[src/rtl/vga_timing_pkg.sv]
// Package: vga_timing_pkg
// Shared 640x480@60 VGA timing for the scan generator and anything that
// consumes its coordinates.
//   H_* / V_*   : visible, front porch, sync and back porch widths
//   H_TOTAL     : pixels per line (800)
//   V_TOTAL     : lines per frame (525)
//   SYNC_POL    : level of hsync/vsync during the sync pulse (active-low)
//   coord_t     : 10-bit pixel coordinate, wide enough for 0..799
package vga_timing_pkg;

  localparam int H_ACTIVE = 640;
  localparam int H_FP     = 16;
  localparam int H_SYNC   = 96;
  localparam int H_BP     = 48;
  localparam int H_TOTAL  = H_ACTIVE + H_FP + H_SYNC + H_BP;

  localparam int V_ACTIVE = 480;
  localparam int V_FP     = 10;
  localparam int V_SYNC   = 2;
  localparam int V_BP     = 33;
  localparam int V_TOTAL  = V_ACTIVE + V_FP + V_SYNC + V_BP;

  localparam logic SYNC_POL = 1'b0;

  localparam int COORD_W = 10;
  typedef logic [COORD_W-1:0] coord_t;

endpackage

[src/rtl/pix_tick_div.sv]
// Module: pix_tick_div
// Divides clk down to the pixel rate. The divider counts 0..CLK_DIV-1 while
// en is high and pix_tick is high for the clk in which the count equals
// CLK_DIV-1. With en low the count holds and pix_tick is forced low, so the
// phase is preserved across a pause.
// Ports:
//   clk      in  system clock
//   rst_n    in  asynchronous active-low reset
//   en       in  enable; low freezes the divider
//   pix_tick out one-clk pixel strobe
//   div_cnt  out current divider count (debug visibility)
module pix_tick_div
  import vga_timing_pkg::*;
#(
  parameter int CLK_DIV = 2
) (
  input  logic                                     clk,
  input  logic                                     rst_n,
  input  logic                                     en,
  output logic                                     pix_tick,
  output logic [((CLK_DIV > 1) ? $clog2(CLK_DIV) : 1)-1:0] div_cnt
);

  localparam int CW = (CLK_DIV > 1) ? $clog2(CLK_DIV) : 1;
  localparam logic [CW-1:0] LAST = CW'(CLK_DIV - 1);

  logic [CW-1:0] cnt;
  logic [CW-1:0] cnt_nxt;
  logic          tick_q;

  always_comb begin
    cnt_nxt = (cnt == LAST) ? '0 : cnt + CW'(1);
  end

  // tick_q mirrors (cnt == LAST) but is a register, so it reads 0 during
  // reset even when CLK_DIV=1 (where the count is permanently LAST).
  always_ff @(posedge clk or negedge rst_n) begin
    if (!rst_n) begin
      cnt    <= '0;
      tick_q <= 1'b0;
    end else if (en) begin
      cnt    <= cnt_nxt;
      tick_q <= (cnt_nxt == LAST);
    end
  end

  assign pix_tick = tick_q & en;
  assign div_cnt  = cnt;

endmodule

[src/rtl/vga_scan_gen.sv]
// Module: vga_scan_gen
// Scan stage feeding the 16x16 sprite/mask ROMs. Generates VGA timing, the
// pixel coordinates px/py, and sync/video_on delayed by PIPE_DLY pixels so
// they line up with colour from the downstream ROM/mux pipeline.
// Optional feature macro: VGA_FRAME_CNT_EN adds the 8-bit frame_cnt port.
// Parameters:
//   CLK_DIV  clk cycles per pixel (>=1)
//   PIPE_DLY pixel delay on hsync/vsync/video_on (0..3)
//   HA/HF/HS/HB, VA/VF/VS/VB  timing widths, default to vga_timing_pkg
// Ports:
//   clk, rst_n   clock, asynchronous active-low reset
//   en           scan enable; low freezes the whole block
//   pix_tick     one-clk strobe on which the counters advance
//   px, py       horizontal / vertical counters
//   video_on     active-area flag (delayed)
//   hsync, vsync active-low syncs (delayed)
//   frame_start  one-clk pulse when (px,py) becomes (0,0)
//   frame_cnt    frame counter mod 256 (VGA_FRAME_CNT_EN only)
module vga_scan_gen
  import vga_timing_pkg::*;
#(
  parameter int CLK_DIV  = 2,
  parameter int PIPE_DLY = 1,
  parameter int HA = H_ACTIVE,
  parameter int HF = H_FP,
  parameter int HS = H_SYNC,
  parameter int HB = H_BP,
  parameter int VA = V_ACTIVE,
  parameter int VF = V_FP,
  parameter int VS = V_SYNC,
  parameter int VB = V_BP
) (
  input  logic       clk,
  input  logic       rst_n,
  input  logic       en,
  output logic       pix_tick,
  output coord_t     px,
  output coord_t     py,
  output logic       video_on,
  output logic       hsync,
  output logic       vsync,
`ifdef VGA_FRAME_CNT_EN
  output logic       frame_start,
  output logic [7:0] frame_cnt
`else
  output logic       frame_start
`endif
);

  localparam coord_t H_LAST   = coord_t'(HA + HF + HS + HB - 1);
  localparam coord_t V_LAST   = coord_t'(VA + VF + VS + VB - 1);
  localparam coord_t HS_FIRST = coord_t'(HA + HF);
  localparam coord_t HS_LAST  = coord_t'(HA + HF + HS - 1);
  localparam coord_t VS_FIRST = coord_t'(VA + VF);
  localparam coord_t VS_LAST  = coord_t'(VA + VF + VS - 1);
  // Idle value of {hsync, vsync, video_on}
  localparam logic [2:0] IDLE = {~SYNC_POL, ~SYNC_POL, 1'b0};

  localparam int CW = (CLK_DIV > 1) ? $clog2(CLK_DIV) : 1;

  logic [CW-1:0] div_cnt;
  logic          wrap;
  logic          fs_q;
  logic          hs_r, vs_r, vid_r;
  logic [2:0]    raw;

  pix_tick_div #(.CLK_DIV(CLK_DIV)) u_div (
    .clk      (clk),
    .rst_n    (rst_n),
    .en       (en),
    .pix_tick (pix_tick),
    .div_cnt  (div_cnt)
  );

  assign wrap = (px == H_LAST) && (py == V_LAST);

  // pix_tick is already gated by en, so the counters hold while paused.
  always_ff @(posedge clk or negedge rst_n) begin
    if (!rst_n) begin
      px <= '0;
      py <= '0;
    end else if (pix_tick) begin
      if (px == H_LAST) begin
        px <= '0;
        py <= (py == V_LAST) ? '0 : py + coord_t'(1);
      end else begin
        px <= px + coord_t'(1);
      end
    end
  end

  // Registered alongside the wrap so the pulse coincides with (0,0).
  always_ff @(posedge clk or negedge rst_n) begin
    if (!rst_n) begin
      fs_q <= 1'b0;
    end else if (en) begin
      fs_q <= pix_tick && wrap;
    end
  end

  assign frame_start = fs_q & en;

`ifdef VGA_FRAME_CNT_EN
  always_ff @(posedge clk or negedge rst_n) begin
    if (!rst_n) begin
      frame_cnt <= 8'd0;
    end else if (pix_tick && wrap) begin
      frame_cnt <= frame_cnt + 8'd1;
    end
  end
`endif

  always_comb begin
    vid_r = (px < coord_t'(HA)) && (py < coord_t'(VA));
    hs_r  = ((px >= HS_FIRST) && (px <= HS_LAST)) ? SYNC_POL : ~SYNC_POL;
    vs_r  = ((py >= VS_FIRST) && (py <= VS_LAST)) ? SYNC_POL : ~SYNC_POL;
    raw   = {hs_r, vs_r, vid_r};
  end

  generate
    if (PIPE_DLY == 0) begin : g_nodly
      assign {hsync, vsync, video_on} = raw;
    end else begin : g_dly
      logic [2:0] pipe [PIPE_DLY];

      always_ff @(posedge clk or negedge rst_n) begin
        if (!rst_n) begin
          for (int i = 0; i < PIPE_DLY; i++) pipe[i] <= IDLE;
        end else if (pix_tick) begin
          pipe[0] <= raw;
          for (int i = 1; i < PIPE_DLY; i++) pipe[i] <= pipe[i-1];
        end
      end

      assign {hsync, vsync, video_on} = pipe[PIPE_DLY-1];
    end
  endgenerate

endmodule

[config.mk]
export PLATFORM = sky130hd
export DESIGN_NAME = vga_scan_gen
export DESIGN_NICKNAME = d
export VERILOG_FILES = /design/src/rtl/vga_timing_pkg.sv /design/src/rtl/pix_tick_div.sv /design/src/rtl/vga_scan_gen.sv
export SDC_FILE = /design/constraint.sdc
export NUM_CORES = 1
export LEC_CHECK = 0
export BUFFER_PORTS_ARGS = -buffer_cell sky130_fd_sc_hd__buf_2
export CORE_MARGIN = 5
export CORE_UTILIZATION = 30
export DETAILED_ROUTE_END_ITERATION = 10
export PLACE_DENSITY = 0.47
export RECOVER_POWER = 100
export SLEW_MARGIN = 25
export SYNTH_ARGS = -nofsm -noshare
export SYNTH_HDL_FRONTEND = slang
export SYNTH_HIERARCHICAL = 1
export SYNTH_SLANG_ARGS = --single-unit
export TNS_END_PERCENT = 1
[constraint.sdc]
create_clock -name clk -period 2.3 [get_ports clk]
set_clock_uncertainty 0.05 [all_clocks]
set_input_delay 0.345 -clock clk [delete_from_list [all_inputs] [get_ports clk]]
set_output_delay 0.345 -clock clk [all_outputs]
set_load 0.1 [all_outputs]
==> summary.txt, run 1 <==
Status = finished clean
EDFF count, synth = 0
CTS resizes = 0
Worst EP arrival = 1630 ps
Final hold violation count = 0
Critical path depth = 1
Layout cells sized above 1 = 0.171
Setup TNS = 0 ps
Cell Area, Synth = 1290 µm²
CTS tree = yes
R2R Path End = py[7]$_DFFE_PN0P_
CP Cell Sequence = clkbuf_1
Skew-Pair Late Insertion Delay = 270 ps
# port buffers = 27
WHS Path Cells = 2
Start of the worst register-to-register path = px[7]$_DFFE_PN0P_
Hold EP = u_div/tick_q$_DFFE_PN0P_
Fin area = 1510 µm²
Starting Density = 0.316
GRT Overall Usage = 0.121
Cells on worst reg2reg path = 4
CP top delay family = buffers and inverters
Total CTS buffers = 3
Post-DP HPWL = 2300 µm
Max Freq = 495 MHz
Avg Cell Area, Syn = 10.1 µm²
Leakage = 0.653 nW
Fin worst setup slack = 279 ps
Post-CTS setup repair buffer count = 0
Ys async rst share = 1.00
Drt pass-1 iters = 4
Io pins = 28
Max incr delay on CP = 890 ps
Crit end category = output port
Die Width = 75.6 µm
Period utilization = 0.879
Max_slew headroom = 0.0722
Top post-synthesis cells by area = dfrtp_1, xnor2_1, dfstp_2, xor2_1, ha_1
Clock buffer depth = 2
R2R Setup Slk = 320 ps
Top FF cell, synth = dfrtp_1
Sink Count = 25
# H-tree levels = 1
Top-count cell post-synth = dfrtp_1
CP required = 1900 ps
Pre-CTS setup slack = 358 ps
Core box area = 4090 µm²
Routability cong. = 0.749
Grt ovf = 0
Synth area leader = dfrtp_1
Ant diodes = 0
Syn nets = 135
Origin of the worst min-delay path = en
Critical path class = flop to output port
Root Driver = clkbuf_8
Max Slew Vio Count = 0
DRT antenna net count = 0
Sequential share of the synthesized area = 0.486
Max-cap violation count = 0
Clk slew on worst S/H paths = 90 ps
Hold buffer count at cts = 0
Crit path time final = 2020 ps
Max VDD drop = 0.000534 V
Drt drc = 0
Syn-to-layout area delta = 17.1%
Routed WL = 3180 µm
Initial antenna violation count = 0
Slowest stage cell, crit path = clkbuf_1
Measured slew at the worst slew-check pin = 1390 ps
First DRT Iteration DRCs = 68
First-pass GRT wire length = 5180 µm
Yosys warns = 6
WP buf/inv = 1
RSZ-0062 raised after global routing = no
Die area = 5720 µm²
Total power = 0.00148 W
Avg WL per Cell = 15.3 µm
Class of the worst hold path = primary input to flop
Number of global-route vias before repair = 1016
Critical Path Start Type = flop
Via Count = 1049
Post-DR vias/cell = 5.04
Placed inst area = 1490 µm²
Pin count of the biggest net entering global routing = 26
Critical path peak fanout = 10
Synth Register Bits = 25
DIE HEIGHT = 75.6 µm
Syn Inst Count = 128
Row cnt = 23
Nets@finish = 166
Commonest cells in the synthesized netlist = dfrtp_1, nor2_1, nand2_1, nand3_1, xnor2_1
Synth cell types = 32
Power Dens Cells = 981 nW/µm²
Yosys top cell area share = 0.446
Final setup viols = 0
-- power breakdown --
group | internal (W) | leakage, nW | switching (W)
sequential | 0.000500 | 0.316 | 0.0000775
clock | 0.000122 | 0.0255 | 0.000147
combinational | 0.0000947 | 0.312 | 0.000541
total | 0.000716 | 0.653 | 0.000766
-- per-stage QoR --
step / instances / util / hold WS, ps
finish: 208 / 0.370 / 243
global route: 208 / 0.370 / 257
CTS: 208 / 0.377 / 30.0
detailed placement: 204 / 0.365 / 335
global placement: 204 / 0.365 / 331
floorplan: 128 / - / -0.591
-- cell usage in the layout (no fill, tap or decap), types with 2 or more instances in the layout --
cell	Yosys	layout
nor2_1	10	10
o21ai_0	3	4
xor2_1	6	6
nand4_1	8	8
nand2_1	9	9
dfrtp_2	0	3
clkbuf_2	0	11
and2_1	3	2
o211ai_1	2	2
nor4_1	5	5
a21oi_1	3	3
xnor2_1	9	9
and3_1	5	5
dfstp_2	2	2
ha_1	4	4
nor3_1	5	5
inv_1	5	5
dfrtp_1	23	20
clkbuf_1	2	17
clkbuf_8	0	3
nand3_1	9	9
-- state kept, by name (all words and copies together), names as in the netlist --
signal and flops:
px 10, py 10, g_dly.pipe 3, fs_q 1, u_div/tick_q 1
-- routing by layer --
metal / vias to the layer above / GRT usage / part of all wire
met5: - / 0 / 0
met4: 0 / 0.0524 / 0.018
met3: 4 / 0.0172 / 0.040
met2: 22 / 0.181 / 0.44
met1: 510 / 0.173 / 0.50
li1: 513 / - / -
-- worst max path at each step --
| stage | start | endpoint |
|---|---|---|
| 6_report | px[5]$_DFFE_PN0P_ | px[5] |
| 3_3_place_gp | en | py[7]$_DFFE_PN0P_ |
| 2_1_floorplan | px[1]$_DFFE_PN0P_ | py[6]$_DFFE_PN0P_ |
| 3_5_place_dp | en | py[7]$_DFFE_PN0P_ |
| 4_1_cts | px[7]$_DFFE_PN0P_ | py[7]$_DFFE_PN0P_ |
| 5_1_grt | px[7]$_DFFE_PN0P_ | py[7]$_DFFE_PN0P_ |
-- cell type report --
class                   count  area, µm²
clock inverters             1       5.00
repair buffers             30        131
fillers                   444       2570
well taps                  50       62.6
multi-input cells          94        621
clock buffers               3       41.3
flip-flops and latches     25        632
inverters                   5       18.8
-- cells by family after synthesis --
family / after synthesis / synth area share
xor+xnor: 15 / 0.102
mux: 1 / 0.00872
compound gates: 12 / 0.0523
simple gates: 62 / 0.279
fa+ha+maj: 4 / 0.0388
buf+inv: 9 / 0.0329
flops: 25 / 0.486
No activity file was read; power rests on OpenSTA's default activity.
==> run 2, diff against run 1 <==
--- a/config.mk
+++ b/config.mk
@@ -6,6 +6,7 @@
 export NUM_CORES = 1
 export LEC_CHECK = 0
 export BUFFER_PORTS_ARGS = -buffer_cell sky130_fd_sc_hd__buf_2
+export CORE_ASPECT_RATIO = 1.5
 export CORE_MARGIN = 5
 export CORE_UTILIZATION = 30
 export DETAILED_ROUTE_END_ITERATION = 10
==> run 2 against run 1 <==
  * Hold slack got worse by 0.55 ps
  * Routed wire length fell by 1.3%
  * Via count grew 2.3%
  * First-iteration DRC count is 51% lower
  * Die area increased by 0.47%
  * Highest routed layer unchanged
  * Final cell count decreased by 2.9%
  * Total power down 1.2%
  * Combinational power fell by 2%
  * Sequential share of layout area rose by 0.60 points
  * Critical path depth is the same
  * Clock power down 3%
  * Design area decreased by 1.4%
==> summary.txt, run 2 (synthesis results as in run 1) <==
Power Dens Cells = 983 nW/µm² (+0.22%)
Biggest regs = px: 10 flops, py: 10 flops, g_dly.pipe: 3 flops
Fillers = 452 (+1.8%)
Via Count = 1073 (+2.3%)
DRT antenna net count = 0 (unchanged)
Clk slew on worst S/H paths = 90 ps (about the same)
Part of the power in registers = 0.396 (+0.006)
Crit end category = output port
Max Slew Vio Count = 0 (unchanged)
Die Width = 63.6 µm (-16%)
Max_slew headroom = 0.0758 (+0.00361)
Skew-Pair Late Insertion Delay = 270 ps (about the same)
Most frequent cells in the layout = dfrtp_1, clkbuf_1, nor2_1
Syn-to-layout area delta = 15.4%
Commonest non-fill, non-tap cell in the layout = dfrtp_1
Post-CTS setup repair buffer count = 0 (unchanged)
Final Util = 0.354 (-0.0158)
Drt drc = 0 (unchanged)
Die area = 5740 µm² (+0.47%)
Critical path class = flop to output port
Max Freq = 487 MHz (-1.7%)
Number of global-route vias before repair = 1051 (+3.4%)
Row cnt = 29 (+26%)
Clock power frac = 0.178 (-0.003)
CP Cell Sequence = clkbuf_1
GRT Overall Usage = 0.113 (-0.00751)
Int Pwr = 0.000712 W (-0.64%)
Period utilization = 0.894 (+0.0149)
Sw Pwr = 0.000753 W (-1.7%)
RSZ-0062 raised after global routing = no
Switch share = 0.514 (-0.00266)
Measured slew at the worst slew-check pin = 1390 ps (-5.41 ps)
Final Hold Slack = 242 ps (-0.551 ps)
Core box area = 4210 µm² (+3.0%)
Grt ovf = 0 (unchanged)
Io pins = 28 (unchanged)
Avg WL per Cell = 15.5 µm (+1.7%)
Max incr delay on CP = 900 ps (about the same)
Placed inst area = 1470 µm² (-1.3%)
Status = finished clean
CTS tree = yes
Ant diodes = 0 (unchanged)
First-pass GRT wire length = 5180 µm (+0.12%)
Clock buffer depth = 2 (unchanged)
Sink Count = 25 (unchanged)
Post-DR vias/cell = 5.31 (+5.3%)
Setup TNS = 0 ps (unchanged)
CP required = 1900 ps (about the same)
Final hold violation count = 0 (unchanged)
# port buffers = 27 (unchanged)
Starting Density = 0.307 (-0.00921)
Routed WL = 3140 µm (-1.3%)
Logic pwr share = 0.426 (-0.003)
Max VDD drop = 0.000629 V (+18%)
Nets@finish = 164 (-1.2%)
Total power = 0.00146 W (-1.2%)
CP top delay family = buffers and inverters
Pin count of the biggest net entering global routing = 26 (unchanged)
Fin area = 1490 µm² (-1.4%)
WP buf/inv = 1 (unchanged)
Total CTS buffers = 3 (unchanged)
Max-cap violation count = 0 (unchanged)
Final setup viols = 0 (unchanged)
Post-DP HPWL = 2390 µm (+4.1%)
CTS resizes = 0 (unchanged)
Root Driver = clkbuf_8
Layout cells sized above 1 = 0.141 (-0.0299)
# H-tree levels = 1 (unchanged)
Hold buffer count at cts = 0 (unchanged)
Class of the worst hold path = primary input to flop
Crit path time final = 2060 ps (+34.3 ps)
Initial antenna violation count = 0 (unchanged)
Critical path peak fanout = 8 (-2)
First DRT Iteration DRCs = 33 (-51%)
DIE HEIGHT = 90.4 µm (+20%)
Routability cong. = 0.795 (+6.2%)
Leakage = 0.635 nW (-2.8%)
Critical Path Start Type = flop
Drt pass-1 iters = 4 (unchanged)
Slowest stage cell, crit path = clkbuf_1
Worst EP arrival = 1660 ps (+30 ps)
==> run 2: power groups by stage <==
stage                     clock network [W]  logic, W  registers, W
after floorplan                           0  0.000186      0.000931
after global placement                    0  0.000639      0.000583
after detailed placement                  0  0.000644      0.000589
after CTS                          0.000270  0.000646      0.000580
after global routing               0.000290  0.000651      0.000591
final                              0.000261  0.000624      0.000580
==> run 2: area by class of cell <==
class	count	area (µm²)	area share
Clock buffer	4	45.0	0.0302
Inverter	5	18.8	0.0126
Multi-Input combinational cell	94	621	0.416
Sequential cell	25	632	0.424
Tap cell	46	57.6	0.0386
Timing Repair Buffer	28	116	0.0781
==> run 2: worst paths after layout <==
path	startpoint	endpoint	slack [ps]	cells past startpoint
worst max register to register	px[7]$_DFFE_PN0P_	py[9]$_DFFE_PN0P_	290	4
worst min-delay path	en	u_div/tick_q$_DFFE_PN0P_	240	2
min in group asynchronous	rst_n	px[1]$_DFFE_PN0P_	330	1
max in group asynchronous	rst_n	px[6]$_DFFE_PN0P_	960	1
worst max-delay path	px[7]$_DFFE_PN0P_	px[7]	240	1
worst min register to register	u_div/tick_q$_DFFE_PN0P_	u_div/tick_q$_DFFE_PN0P_	420	1
==> run 2: stage by stage <==
step           setup slack (ps)  instances
2_1_floorplan              12.9        128
3_3_place_gp                299        198
3_5_place_dp                264        198
4_1_cts                     242        202
5_1_grt                     163        202
6_report                    245        202
==> run 2: metal layers <==
metal / part of all wire / vias up / track usage
met3: 0.048 / 5 / 0.0262
met2: 0.50 / 33 / 0.190
met4: 0.018 / 0 / 0.0468
met1: 0.44 / 523 / 0.137
met5: 0 / - / 0
li1: - / 512 / -
